## config.mk

```make
export PLATFORM = sky130hd
export DESIGN_NAME = load_store_unit
export DESIGN_NICKNAME = d
export VERILOG_FILES = /design/src/rtl/load_store_unit.sv
export SDC_FILE = /design/constraint.sdc
export NUM_CORES = 1
export LEC_CHECK = 0
export CAP_MARGIN = 20
export CELL_PAD_IN_SITES_DETAIL_PLACEMENT = 0
export CELL_PAD_IN_SITES_GLOBAL_PLACEMENT = 1
export CORE_ASPECT_RATIO = 0.7
export CORE_MARGIN = 10
export CORE_UTILIZATION = 36
export CTS_CLUSTER_DIAMETER = 80
export DETAILED_ROUTE_END_ITERATION = 10
export PLACE_DENSITY = 0.85
export SLEW_MARGIN = 0
export SYNTH_ARGS = -nofsm -noshare
export SYNTH_HDL_FRONTEND = slang
export SYNTH_SLANG_ARGS = --single-unit
```

## constraint.sdc

```tcl
create_clock -name clock -period 4.5 [get_ports clock]
set_input_delay 0.45 -clock clock [delete_from_list [all_inputs] [get_ports clock]]
set_output_delay 0.45 -clock clock [all_outputs]
set_load 0.02 [all_outputs]
```

## src/rtl/load_store_unit.sv

```systemverilog
// load_store_unit
//   Bridges the execute stage and a byte-addressed, word-wide data memory.
//   One RV32I load or store is accepted at a time. The unit checks size,
//   alignment and range, sign/zero-extends loads, and performs sub-word
//   stores as a read-modify-write because the memory writes whole words.
//
// Ports
//   clock, reset_n        : rising-edge clock, asynchronous active-low reset
//   req_valid/req_ready   : request handshake (ready only while idle)
//   req_we, req_funct3    : store/load select and RV32I size/sign encoding
//   req_addr, req_wdata   : byte address and right-aligned store data
//   resp_valid/resp_ready : response handshake
//   resp_rdata, resp_err  : extended load data (0 for stores/errors), error
//   mem_addr, mem_wen     : memory address and one-cycle write strobe
//   mem_wdata, mem_rdata  : write word out, combinational read word in
module load_store_unit #(
  parameter int ADDR_W    = 32,
  parameter int MEM_BYTES = 64
) (
  input  logic              clock,
  input  logic              reset_n,
  input  logic              req_valid,
  output logic              req_ready,
  input  logic              req_we,
  input  logic [2:0]        req_funct3,
  input  logic [ADDR_W-1:0] req_addr,
  input  logic [31:0]       req_wdata,
  output logic              resp_valid,
  input  logic              resp_ready,
  output logic [31:0]       resp_rdata,
  output logic              resp_err,
  output logic [ADDR_W-1:0] mem_addr,
  output logic              mem_wen,
  output logic [31:0]       mem_wdata,
  input  logic [31:0]       mem_rdata
);

  typedef enum logic [2:0] {
    IDLE     = 3'd0,
    LOAD     = 3'd1,
    RMW_READ = 3'd2,
    WRITE    = 3'd3,
    RESP     = 3'd4
  } state_t;

  // One past the last legal byte index, widened so addr + size cannot wrap.
  localparam logic [ADDR_W:0] MEM_LIMIT = (ADDR_W+1)'(MEM_BYTES);

  state_t            state_q, state_d;
  logic [2:0]        funct3_q, funct3_d;
  logic [ADDR_W-1:0] addr_q, addr_d;
  // Holds the store data from accept, then the merged word after RMW_READ.
  logic [31:0]       merge_q, merge_d;
  logic [31:0]       rdata_q, rdata_d;
  logic              err_q, err_d;

  logic [2:0]        size_s;
  logic              illegal_s;
  logic              misaligned_s;
  logic              out_of_range_s;
  logic              req_err_s;
  logic [ADDR_W:0]   end_s;
  logic [ADDR_W-1:0] word_base_s;

  // Extend the addressed byte/half/word of a read word per funct3.
  function automatic logic [31:0] load_extend(input logic [2:0] f3, input logic [31:0] w);
    logic [31:0] r;
    case (f3)
      3'b000:  r = {{24{w[7]}}, w[7:0]};
      3'b001:  r = {{16{w[15]}}, w[15:0]};
      3'b010:  r = w;
      3'b100:  r = {24'h000000, w[7:0]};
      3'b101:  r = {16'h0000, w[15:0]};
      default: r = 32'h0000_0000;
    endcase
    return r;
  endfunction

  // Overwrite the target lane(s) of the old word with the store data.
  function automatic logic [31:0] merge_lanes(input logic [1:0] sz, input logic [1:0] off,
                                              input logic [31:0] old_w, input logic [31:0] wd);
    logic [31:0] r;
    r = old_w;
    case (sz)
      2'b00:   r[{off, 3'b000} +: 8] = wd[7:0];
      2'b01:   r[{off[1], 4'b0000} +: 16] = wd[15:0];
      default: r = wd;
    endcase
    return r;
  endfunction

  // Decode the incoming request: size, legality, alignment and range.
  always_comb begin
    case (req_funct3[1:0])
      2'b00:   size_s = 3'd1;
      2'b01:   size_s = 3'd2;
      2'b10:   size_s = 3'd4;
      default: size_s = 3'd4;
    endcase
    illegal_s = (req_funct3 == 3'b011) || (req_funct3 == 3'b110) ||
                (req_funct3 == 3'b111) || (req_we && req_funct3[2]);
    case (req_funct3[1:0])
      2'b00:   misaligned_s = 1'b0;
      2'b01:   misaligned_s = req_addr[0];
      2'b10:   misaligned_s = |req_addr[1:0];
      default: misaligned_s = 1'b0;
    endcase
    end_s          = {1'b0, req_addr} + {{(ADDR_W-2){1'b0}}, size_s};
    out_of_range_s = end_s > MEM_LIMIT;
    req_err_s      = illegal_s || misaligned_s || out_of_range_s;
  end

  // Next-state and datapath updates for the access sequence.
  always_comb begin
    state_d  = state_q;
    funct3_d = funct3_q;
    addr_d   = addr_q;
    merge_d  = merge_q;
    rdata_d  = rdata_q;
    err_d    = err_q;
    case (state_q)
      IDLE: begin
        if (req_valid) begin
          funct3_d = req_funct3;
          addr_d   = req_addr;
          rdata_d  = 32'h0000_0000;
          err_d    = req_err_s;
          if (req_we) begin
            merge_d = req_wdata;
          end else begin
            merge_d = merge_q;
          end
          if (req_err_s) begin
            state_d = RESP;
          end else if (!req_we) begin
            state_d = LOAD;
          end else if (req_funct3[1:0] == 2'b10) begin
            state_d = WRITE;
          end else begin
            state_d = RMW_READ;
          end
        end else begin
          state_d = IDLE;
        end
      end
      LOAD: begin
        rdata_d = load_extend(funct3_q, mem_rdata);
        state_d = RESP;
      end
      RMW_READ: begin
        merge_d = merge_lanes(funct3_q[1:0], addr_q[1:0], mem_rdata, merge_q);
        state_d = WRITE;
      end
      WRITE: begin
        state_d = RESP;
      end
      RESP: begin
        if (resp_ready) begin
          state_d = IDLE;
        end else begin
          state_d = RESP;
        end
      end
      default: begin
        state_d = IDLE;
      end
    endcase
  end

  // State and latched request registers.
  always_ff @(posedge clock or negedge reset_n) begin
    if (!reset_n) begin
      state_q  <= IDLE;
      funct3_q <= 3'b000;
      addr_q   <= '0;
      merge_q  <= 32'h0000_0000;
      rdata_q  <= 32'h0000_0000;
      err_q    <= 1'b0;
    end else begin
      state_q  <= state_d;
      funct3_q <= funct3_d;
      addr_q   <= addr_d;
      merge_q  <= merge_d;
      rdata_q  <= rdata_d;
      err_q    <= err_d;
    end
  end

  assign word_base_s = {addr_q[ADDR_W-1:2], 2'b00};

  // Output decode; every output is a pure function of registered state.
  always_comb begin
    req_ready  = (state_q == IDLE);
    resp_valid = (state_q == RESP);
    mem_wen    = (state_q == WRITE);
    resp_rdata = rdata_q;
    resp_err   = err_q;
    mem_wdata  = merge_q;
    case (state_q)
      RMW_READ: mem_addr = word_base_s;
      WRITE: begin
        // SW is already aligned; SB/SH write back the whole containing word.
        if (funct3_q[1:0] == 2'b10) begin
          mem_addr = addr_q;
        end else begin
          mem_addr = word_base_s;
        end
      end
      default: mem_addr = addr_q;
    endcase
  end

endmodule

```

==> results.sh <==
export IMPL_dp_cells=934
export IMPL_synth_largest_area_cell="dfrtp_1"
export IMPL_clk_pin_slew_worst_paths_ns=0.07
export IMPL_fin_hold_ws_ns=0.206
export IMPL_hold_buffers=0
export IMPL_cts_root_buf="clkbuf_16"
export IMPL_globalplace_congestion=0.930
export IMPL_cts_tree="done"
export IMPL_dieArea_um2=21100
export IMPL_drt_iter0_drc=519
export IMPL_synth_top_area_share_pct=45.9
export IMPL_worstSetupEndpointType="register"
export IMPL_async_flop_share_pct=100
export IMPL_place_hpwl_um=16300
export IMPL_drv_slew=0
export IMPL_synth_area_top_cells="dfrtp_1 (46%), o21ai_0 (6.8%), mux2_2 (6.6%), nand2_1 (4.7%), buf_4 (4.0%)"
export IMPL_drive_gt1_share_pct=9.07
export IMPL_yosysUniqueCellTypes=61
export IMPL_ys_flop_type="dfrtp_1"
export IMPL_post_cts_repair_setup_buffers=0
export IMPL_max_cap_viol_count=0
export IMPL_antenna_cells=0
export IMPL_cts_resized_gates=0
export IMPL_row_count=38
export IMPL_crit_type="in -> reg"
export IMPL_yosys_warnings=0
export IMPL_grt_setup_unrepaired="no"
export IMPL_drt_wl_total_um=20700
export IMPL_worstMarginPinSlew_ns=0.993
export IMPL_worst_path_max_fanout=6
export IMPL_cp_required_ns=4.74
export IMPL_syn_area_um2=5620
export IMPL_clockBufferDepth=2
export IMPL_startpoint="req_funct3[1]"
export IMPL_critical_path_arrival_ns=4.12
export IMPL_avgViaCountPerCell=5.52
export IMPL_ys_seq_area_share_pct=45.9
export IMPL_antenna_found_initial=0
export IMPL_finalCritPeriodShare_pct=86.1
export IMPL_finalSetupViolations=0
export IMPL_synth_edf_count=0
export IMPL_skew_ns=0.00564
export IMPL_leakage_uw=0.00328
export IMPL_grt_max_degree=69
export IMPL_nets=863
export IMPL_synth_area_per_cell_um2=9.64
export IMPL_cts_max_level=3
export IMPL_num_io_pins=204
export IMPL_grt_pass1_vias=5252
export IMPL_first_pass_iters=6
export IMPL_worstSkewPairLatency_ns=0.35
export IMPL_fp_dieW_um=169
export IMPL_antenna_left=0
export IMPL_start_kind="input port"
export IMPL_syn_to_final_growth_pct=41.3
export IMPL_regToRegStartpoint="funct3_q[1]$_DFFE_PN0P_"
export IMPL_max_freq_ghz=0.258
export IMPL_drc=0
export IMPL_power_density_nw_per_um2=378
export IMPL_clock_sinks=103
export IMPL_synth_cells=583
export IMPL_grt_pass1_wl_um=31900
export IMPL_syn_nets=701
export IMPL_synth_common_cells="dfrtp_1 (103), o21ai_0 (76), nand2_1 (71), a21oi_1 (39), mux2_2 (33)"
export IMPL_grtUsageTotal_pct=19.0
export IMPL_outcome="finished clean"
export IMPL_relSlewSlack_pct=33.6
export IMPL_coreArea_um2=15400
export IMPL_synth_most_common_cell="dfrtp_1"
export IMPL_peakVddDrop_mv=0.150
export IMPL_fin_crit_ns=3.88
export IMPL_vias=5247
export IMPL_numPortBuffers=203
export IMPL_final_cells=950
export IMPL_overflow=0
export IMPL_hold_viol=0
export IMPL_total_power_uw=3000
export IMPL_die_h_um=125
export IMPL_post_drt_wl_per_cell_um=21.8
export IMPL_hold_path_class="in -> async"
export IMPL_setup_tns_ns=0
export IMPL_initial_utilization_pct=36.5
export IMPL_post_route_util_pct=51.5
export IMPL_numCtsBuffers=9
export IMPL_yosys_register_bits=103
routing by layer:
layer  GRT usage, %  share of wire, %  up-vias
met2           28.6                46      204
met1           26.3                45     2582
met4           4.10              0.77        0
met5              0                 0        -
li1               -                 -     2450
met3           5.67               8.0       11
cell usage in the layout (no fill, tap or decap), types with 2 or more instances in the layout:
cell type,instances
xor2_1,2
inv_6,4
a31oi_1,2
nor3_1,9
nor3b_1,2
a221oi_1,7
nor2b_1,6
mux2_2,33
nand4_1,12
a221o_1,8
and4_1,2
dfrtp_1,103
a41o_1,3
a21oi_1,38
a22oi_1,17
xnor2_1,4
inv_1,9
nand3_1,8
o21ai_0,76
and3_1,9
clkdlybuf4s50_1,202
a211oi_1,2
nand2_1,71
nor4_1,2
and2_1,4
nor2_1,21
a222oi_1,7
a21o_1,2
ha_1,13
a31o_2,3
or2_2,2
clkbuf_16,9
mux2i_1,3
buf_4,9
a22o_1,8
nand2b_1,7
o22a_1,2
cell families (layout without fill, tap and decap cells):
kind of cell             Yosys count  count (layout)  share of synthesized area (%)
AND/OR/NAND/NOR                  166             166                           14.7
adder cells (fa/ha/maj)           14              14                           3.25
buffers and inverters             69             236                           6.63
multiplexers                      36              36                           7.15
XOR/XNOR                           6               6                          0.935
flip-flops                       103             103                           45.9
AO/OA/AOI/OAI                    189             189                           21.4
worst max-delay path, stage by stage:
cell	delay [ns]
clkdlybuf4s50_1	0.48
inv_1	0.14
ha_1	0.16
ha_1	0.20
fa_1	0.24
a21o_1	0.17
nand4_1	0.28
nor3_1	0.55
a21boi_0	0.20
or4_4	0.55
nor4_4	0.35
nand3_1	0.12
a31o_1	0.23
final timing paths:
kind	cells after the start	slack, ns	endpoint
max in group asynchronous	2	3.26	mem_wdata[16]$_DFFE_PN0P_
min	1	0.21	addr_q[7]$_DFFE_PN0P_
min reg2reg	2	0.48	mem_wdata[29]$_DFFE_PN0P_
max	13	0.62	state_q[2]$_DFF_PN0_
min in group clock	2	0.48	mem_wdata[29]$_DFFE_PN0P_
max reg2reg	7	1.92	mem_wdata[28]$_DFFE_PN0P_
state kept, by name (all words and copies together) (netlist names):
signal	cells
mem_wdata	32
resp_rdata	32
addr_q	32
resp_err	1
state_q	3
funct3_q	3
report_power, final:
part           switching, uW  leakage (uW)  internal [uW]
clock network            378      0.000153            445
logic                    518       0.00182            463
registers                135       0.00131           1060
area by class of cell:
type	count	area, um^2
fillers	1430	7460
multi-input cells	411	2680
flip-flops and latches	103	2580
repair buffers	211	2090
well taps	200	250
clock buffers	9	225
clock inverters	7	85.1
inverters	9	33.8
metrics by stage:
stage	cell area [um^2]	worst slack (ns)
5_1_grt	7940	0.238
3_3_place_gp	7630	0.470
6_report	7940	0.625
3_5_place_dp	7630	0.298
2_1_floorplan	5620	1.24
4_1_cts	7940	0.675
(Power assumes the default switching activity.)
